==> config.mk <==
export PLATFORM = sky130hd
export DESIGN_NAME = uop_sequencer_flat
export DESIGN_NICKNAME = d
export VERILOG_FILES = /design/src/rtl/uop_sequencer_if.sv /design/src/rtl/uop_sequencer.sv /design/src/flat_wrapper.sv
export SDC_FILE = /design/constraint.sdc
export NUM_CORES = 1
export LEC_CHECK = 0
export ABC_CLOCK_PERIOD_IN_PS = 7200
export CORE_MARGIN = 8
export CORE_UTILIZATION = 54
export CTS_BUF_LIST = sky130_fd_sc_hd__clkbuf_4
export DETAILED_ROUTE_END_ITERATION = 6
export GPL_TIMING_DRIVEN = 0
export HOLD_SLACK_MARGIN = 0.06
export PLACE_DENSITY_LB_ADDON = 0.08
export SETUP_SLACK_MARGIN = 0.05
export SYNTH_ARGS = -nofsm -noshare
export SYNTH_HDL_FRONTEND = slang
export SYNTH_SLANG_ARGS = --single-unit
==> constraint.sdc <==
create_clock -name clk -period 7.2 [get_ports clk]
set_input_delay 1.8 -clock clk [delete_from_list [all_inputs] [get_ports clk]]
set_output_delay 1.8 -clock clk [all_outputs]
set_load 0.02 [all_outputs]
==> src/rtl/uop_sequencer_if.sv <==
// Decoder-feed and execute-issue signals of the uop sequencer.
// master is the sequencer's view; slave is the surrounding pipeline's view.
interface uop_sequencer_if #(
  parameter int UOP_W = 20
);
  logic             flush;
  logic             feed_req;
  logic             feed_ack;
  logic [UOP_W-1:0] uop_0;
  logic [UOP_W-1:0] uop_1;
  logic [UOP_W-1:0] uop_2;
  logic [1:0]       uop_count;
  logic [UOP_W-1:0] uop_out;
  logic             uop_valid;
  logic             uop_ready;
  logic             uop_last;
  logic             busy;

  modport master (
    input  flush, feed_ack, uop_0, uop_1, uop_2, uop_count, uop_ready,
    output feed_req, uop_out, uop_valid, uop_last, busy
  );

  modport slave (
    output flush, feed_ack, uop_0, uop_1, uop_2, uop_count, uop_ready,
    input  feed_req, uop_out, uop_valid, uop_last, busy
  );
endinterface

==> src/rtl/uop_sequencer.sv <==
// Buffers decoded uop bundles and issues them one uop per cycle, highest index first.
// Optional UOP_SEQ_BYPASS_EN: a count-0 bundle into an empty FIFO issues in the same cycle.
module uop_sequencer #(
  parameter int UOP_W = 20,
  parameter int DEPTH = 2
) (
  input  logic               clk,
  input  logic               a_rst,
  uop_sequencer_if.master    bus
);
  localparam int PTR_W = $clog2(DEPTH);
  localparam int OCC_W = PTR_W + 1;

  typedef enum logic {EMPTY, ISSUE} state_t;

  state_t           state_q, state_d;
  logic [1:0]       step_q, step_d;
  logic [PTR_W-1:0] wr_ptr_q, rd_ptr_q, rd_ptr_nx;
  logic [OCC_W-1:0] occ_q;
  logic [UOP_W-1:0] uop_mem [DEPTH][3];
  logic [1:0]       cnt_mem [DEPTH];

  logic [1:0] in_cnt;
  logic       feed_req, push, fire, pop, bypass_take;

  always_comb begin
    feed_req  = occ_q < OCC_W'(DEPTH);
    in_cnt    = (bus.uop_count == 2'd3) ? 2'd2 : bus.uop_count;
    rd_ptr_nx = rd_ptr_q + PTR_W'(1);
    fire      = (state_q == ISSUE) && bus.uop_ready;
    pop       = fire && (step_q == 2'd0);
`ifdef UOP_SEQ_BYPASS_EN
    bypass_take = (occ_q == '0) && !bus.flush && bus.feed_ack &&
                  (bus.uop_count == 2'd0) && bus.uop_ready;
`else
    bypass_take = 1'b0;
`endif
    push = bus.feed_ack && feed_req && !bus.flush && !bypass_take;
  end

  always_ff @(posedge clk or negedge a_rst) begin
    if (!a_rst) begin
      state_q <= EMPTY;
      step_q  <= 2'd0;
    end else begin
      state_q <= state_d;
      step_q  <= step_d;
    end
  end

  // When the head pops, the next head may be the bundle being written this very cycle.
  always_comb begin
    state_d = state_q;
    step_d  = step_q;
    case (state_q)
      EMPTY: begin
        if (push) begin
          state_d = ISSUE;
          step_d  = in_cnt;
        end
      end
      ISSUE: begin
        if (fire) begin
          if (step_q != 2'd0) begin
            step_d = step_q - 2'd1;
          end else if (occ_q > OCC_W'(1)) begin
            step_d = cnt_mem[rd_ptr_nx];
          end else if (push) begin
            step_d = in_cnt;
          end else begin
            state_d = EMPTY;
            step_d  = 2'd0;
          end
        end
      end
      default: begin
        state_d = EMPTY;
        step_d  = 2'd0;
      end
    endcase
    if (bus.flush) begin
      state_d = EMPTY;
      step_d  = 2'd0;
    end
  end

  always_ff @(posedge clk or negedge a_rst) begin
    if (!a_rst) begin
      wr_ptr_q <= '0;
      rd_ptr_q <= '0;
      occ_q    <= '0;
    end else if (bus.flush) begin
      wr_ptr_q <= '0;
      rd_ptr_q <= '0;
      occ_q    <= '0;
    end else begin
      if (push) wr_ptr_q <= wr_ptr_q + PTR_W'(1);
      if (pop)  rd_ptr_q <= rd_ptr_nx;
      case ({push, pop})
        2'b10:   occ_q <= occ_q + OCC_W'(1);
        2'b01:   occ_q <= occ_q - OCC_W'(1);
        default: occ_q <= occ_q;
      endcase
    end
  end

  // Bundle storage needs no reset; the output mux is gated by uop_valid.
  always_ff @(posedge clk) begin
    if (push) begin
      uop_mem[wr_ptr_q][0] <= bus.uop_0;
      uop_mem[wr_ptr_q][1] <= bus.uop_1;
      uop_mem[wr_ptr_q][2] <= bus.uop_2;
      cnt_mem[wr_ptr_q]    <= in_cnt;
    end
  end

  always_comb begin
    bus.feed_req  = feed_req;
    bus.busy      = (occ_q != '0);
    bus.uop_valid = (state_q == ISSUE);
    bus.uop_last  = (state_q == ISSUE) && (step_q == 2'd0);
    bus.uop_out   = (state_q == ISSUE) ? uop_mem[rd_ptr_q][step_q] : '0;
`ifdef UOP_SEQ_BYPASS_EN
    if ((occ_q == '0) && !bus.flush && bus.feed_ack && (bus.uop_count == 2'd0)) begin
      bus.uop_out   = bus.uop_0;
      bus.uop_valid = 1'b1;
      bus.uop_last  = 1'b1;
    end
`endif
  end
endmodule
==> src/flat_wrapper.sv <==
// flat-port wrapper written by rule: the top's interface ports become plain ports
module uop_sequencer_flat 
#(
  parameter int UOP_W = 20,
  parameter int DEPTH = 2
)
  (clk, a_rst, bus_flush, bus_feed_ack, bus_uop_0, bus_uop_1, bus_uop_2, bus_uop_count, bus_uop_ready, bus_feed_req, bus_uop_out, bus_uop_valid, bus_uop_last, bus_busy);
  uop_sequencer_if #(.UOP_W(UOP_W)) bus_i ();
  input  logic clk;
  input  logic a_rst;
  input wire logic [$bits(bus_i.flush)-1:0] bus_flush;
  input wire logic [$bits(bus_i.feed_ack)-1:0] bus_feed_ack;
  input wire logic [$bits(bus_i.uop_0)-1:0] bus_uop_0;
  input wire logic [$bits(bus_i.uop_1)-1:0] bus_uop_1;
  input wire logic [$bits(bus_i.uop_2)-1:0] bus_uop_2;
  input wire logic [$bits(bus_i.uop_count)-1:0] bus_uop_count;
  input wire logic [$bits(bus_i.uop_ready)-1:0] bus_uop_ready;
  output wire logic [$bits(bus_i.feed_req)-1:0] bus_feed_req;
  output wire logic [$bits(bus_i.uop_out)-1:0] bus_uop_out;
  output wire logic [$bits(bus_i.uop_valid)-1:0] bus_uop_valid;
  output wire logic [$bits(bus_i.uop_last)-1:0] bus_uop_last;
  output wire logic [$bits(bus_i.busy)-1:0] bus_busy;
  assign bus_i.flush = bus_flush;
  assign bus_i.feed_ack = bus_feed_ack;
  assign bus_i.uop_0 = bus_uop_0;
  assign bus_i.uop_1 = bus_uop_1;
  assign bus_i.uop_2 = bus_uop_2;
  assign bus_i.uop_count = bus_uop_count;
  assign bus_i.uop_ready = bus_uop_ready;
  assign bus_feed_req = bus_i.feed_req;
  assign bus_uop_out = bus_i.uop_out;
  assign bus_uop_valid = bus_i.uop_valid;
  assign bus_uop_last = bus_i.uop_last;
  assign bus_busy = bus_i.busy;
  uop_sequencer #(.UOP_W(UOP_W), .DEPTH(DEPTH)) u_core (.clk(clk), .a_rst(a_rst), .bus(bus_i));
endmodule
==> out/results.txt <==
Max-cap violations in this run came to 0. For the number of setup buffers added after CTS, the log shows 0. Setup repair after global routing left no endpoint under its margin.

The share of the synthesized area in the top cell type works out to 0.717. In this run the most used layer during global routing was met2. The flow ran to the end, and the final reports show no timing, DRC or antenna violations. After detailed placement, the design holds a cell count of 501.

The number of nets in the finished design was 460. In this run the static leakage power is 2.24 nW. Together, buffers and inverters on the worst path number 3.

The sequential fraction of the synthesis area came out at 0.751. The synthesized-area fraction occupied by adder cells is 0.00482. The worst path in the final design needs a cycle of 4.55 ns, including I/O delays and setup. Setup total negative slack on the finished layout was measured at 0 ns. On the critical path, the stage with the largest delay is an instance of clkdlybuf4s50_1.

Achievable frequency: 0.220 GHz. The data required time at the worst endpoint is 5.40 ns. At the pin with the least slew margin, the transition time is 0.881 ns. The routed layout has 2857 vias. Dividing the synthesized area by the synthesized cell count gives 18.8 um^2. Part of the power in registers: 0.523. The tools report the kind of end point of the critical path as an output pin.

From left edge to right edge, the die measures 114 um. For the post-detailed-route count of antenna-violating nets, the log shows 0. Among cell families on the critical path, the largest total delay comes from buffers and inverters. The tree is rooted in a clkbuf_4. For the residual DRC count, the log shows 0. After clock tree synthesis, the repair step resized 0 gates. The initialized floorplan defines 35 standard-cell rows. The run gives 63 as the largest net degree at the start of global routing.

For this run, the slowest stage of the critical path takes 0.65 ns. The kind of critical path was flip-flop to output pin. The synthesized-area fraction occupied by xor and xnor cells came out at 0.00675.

The detailed placer's ending HPWL was 7.07 mm. The initial cell density of the core was 0.559. The number of endpoints with negative hold slack in the final report was 0. For the final database, setup skew stands at 0.0244 ns.

The number of buffers added on ports is 90, and the clock sink total is 131. The remaining global-route overflow was 0. After the first detailed-routing iteration, the DRC count stood at 136. The number of hold buffers added after CTS was 0. Dividing total power by cell area gives a power density of 256 nW/um^2. The logs give 4 for the number of detailed-routing iterations run before antenna repair and 0.406 mW for the net switching power. The logs give 38 for the distinct cell type count after synthesis and 0.413 for the normalized max-slew margin. TritonCTS built the clock tree. The first global-routing pass estimated 15.9 mm of wire.

The logs give 640 for the count of fill cells added during filler insertion and 0.132 mV for the peak ir drop on the vdd network. The area of the placeable core came out at 9280 um^2. The total nets after synthesis was 345; the global routing met2 resource utilization was 0.275. The share of post-route cells with drive strength above 1 works out to 0.183. Fraction of synthesized area in multiplexers: 0.129. Cell area after technology mapping: 5190 um^2. The number of antenna violations at the first check in global routing is 0. The switching part of the total power works out to 0.239. The worst hold-check path type was flip-flop to flip-flop. For the met1 global-route usage, the log shows 0.190. The synthesized-area fraction occupied by ao, oa, aoi and oai cells is 0.0407. The logs give 91 for the total I/O pin count and 0.157 for the combinational group share of total power.

After clock tree synthesis, the clock-pin slew on the worst setup and hold paths is 0.13 ns. The clock network fraction of design power was 0.320; the number of register bits inferred by synthesis was 131. The final critical-path share of the clock period came out at 0.631.

Setup violations remaining at the end of the flow were counted as 0. The number of vias per cell after detailed routing is 5.36. The biggest area consumer among synthesized cells is edfxtp_1. The type of element launching the critical path is a flip-flop. The met3 layer usage reported by global route was 0.0613; the average wire per standard cell was 19.2 um. The library cells used most frequently in the layout, excluding fill and tap cells, are 124 x edfxtp_1, 90 x clkdlybuf4s50_1, 25 x inv_1.

The wire length reported by the detailed router is 10.2 mm. The via count of the first global-routing pass came out at 3119. The number of diodes was 0. The cell count after synthesis came out at 276. Routability-driven placement finished with a final weighted congestion of 0.743. The clock passes through at most 2 buffers. Leaving out fill and tap cells, the most frequent cell in the layout is edfxtp_1. For the arrival time of the worst setup path, the log shows 2.75 ns. The area enclosed by the die boundary came out at 13000 um^2. During synthesis, Yosys emitted a total of 0 warnings. The max-slew violation count is 0. By area, the combinational part of the netlist is dominated by multiplexers.

Walking the worst path, the cells encountered are buf_2 -> nand3_1 -> clkbuf_1 -> o22ai_1 -> clkdlybuf4s50_1. Yosys attributes the largest share of cell area to edfxtp_1 72%, mux4_2 8.7%, mux2i_1 4.2%. The finished layout holds 533 standard cells, fillers aside. The synthesized-area fraction occupied by and/or/nand/nor cells came out at 0.0292. The run gives 0.164 as the overall global routing resource usage. The floorplan step set the die height to 114 um. The H-tree was split into 4 levels. Cell internal power was estimated by the tool at 1.30 mW. The logs give 17 for the number of buffers added by the clock tree synthesis step and 0.50 ns for the insertion delay to the later sink of the worst-skew pair.

Largest fanout on the critical path: 10. Post-synthesis to final-layout area growth: 28.2%.
-- per-stage QoR --
stage | cell area, um^2 | total power, mW | hold slack, ns | setup slack [ns] | util
3_3_place_gp | 6250 | 1.17 | 0.540 | -2.67 | 0.674
5_1_grt | 6660 | 1.77 | 0.639 | 2.47 | 0.717
3_5_place_dp | 6330 | 1.18 | 0.579 | 3.17 | 0.682
2_1_floorplan | 5190 | 1.06 | 0.519 | 0.377 | -
4_1_cts | 6660 | 1.72 | 0.608 | 2.58 | 0.717
6_report | 6660 | 1.70 | 0.602 | 2.65 | 0.717
-- synth_stat cells, drive strengths merged --
master	number
or3	1
nand2	4
dfrtp	7
mux4	20
nor2	7
a31oi	2
a21boi	1
a2111oi	1
inv	25
buf	10
a21oi	1
or2b	1
o31a	1
nor3	2
ha	2
edfxtp	124
nand2b	3
o22ai	20
and4bb	1
o311ai	1
or2	1
clkbuf	5
o31ai	1
o41ai	1
nor2b	1
xnor2	3
mux2i	22
xor2	1
o21ai	1
nand3b	2
and2	2
nand3	1
o21a	1
-- power by group through the flow --
stage	Clock [mW]	Sequential [mW]	Combinational (mW)
after global routing	0.588	0.895	0.286
after detailed placement	0	0.909	0.269
after CTS	0.556	0.892	0.270
after floorplan	0	0.910	0.149
after global placement	0	0.914	0.256
final	0.545	0.891	0.267
-- kinds of logic (layout without fill, tap and decap cells) --
kind of cell	count (synthesis)	in the layout
xor gates and xnor gates	4	4
AOI/OAI and AO/OA	31	31
and+or+nand+nor	26	26
adders and majority gates	2	2
muxes	42	42
DFF	131	131
buffers and inverters	40	168
-- path summary, 6_finish.rpt --
check	start	cells after the start	endpoint	slack [ns]
worst max-delay path	u_core.step_q[1]	5	bus_uop_out[3]	2.65
worst min-delay path	u_core.wr_ptr_q	2	u_core.wr_ptr_q	0.60
worst max register to register	u_core.occ_q[1]	4	u_core.uop_mem[1][37]	5.13
worst min register to register	u_core.wr_ptr_q	2	u_core.wr_ptr_q	0.60
max in group asynchronous	a_rst	1	u_core.wr_ptr_q	5.39
min in group asynchronous	a_rst	1	u_core.bus.uop_valid	1.55
-- worst register-to-register path, stage by stage (launching register included) --
cell and delay [ns]:
dfrtp_1 0.43, nand2b_4 0.15, buf_6 0.13, nor2_1 0.18, and2_4 0.72
-- flip-flops by register name (all words and copies together) (netlist names) --
register / count
u_core.wr_ptr_q: 1
u_core.bus.uop_valid: 1
u_core.uop_mem: 120
u_core.rd_ptr_q: 1
u_core.cnt_mem: 4
u_core.occ_q: 2
u_core.step_q: 2
-- per-layer routing --
metal  wire, um  up-vias
li1           -     1317
met1       4180     1430
met2       5270      104
met3        721        6
met4         75        0
met5          0        -
-- layout make-up --
type                       count  area [um^2]  area share
sequential                   131         3900       0.586
multi-input combinational    105         1100       0.165
timing repair buffer          96          968       0.145
clock inverter                13          185      0.0278
tap                          129          161      0.0242
clock buffer                  19          143      0.0214
buffer                        15          105      0.0158
inverter                      25         93.8      0.0141
(Power assumes the default switching activity.)
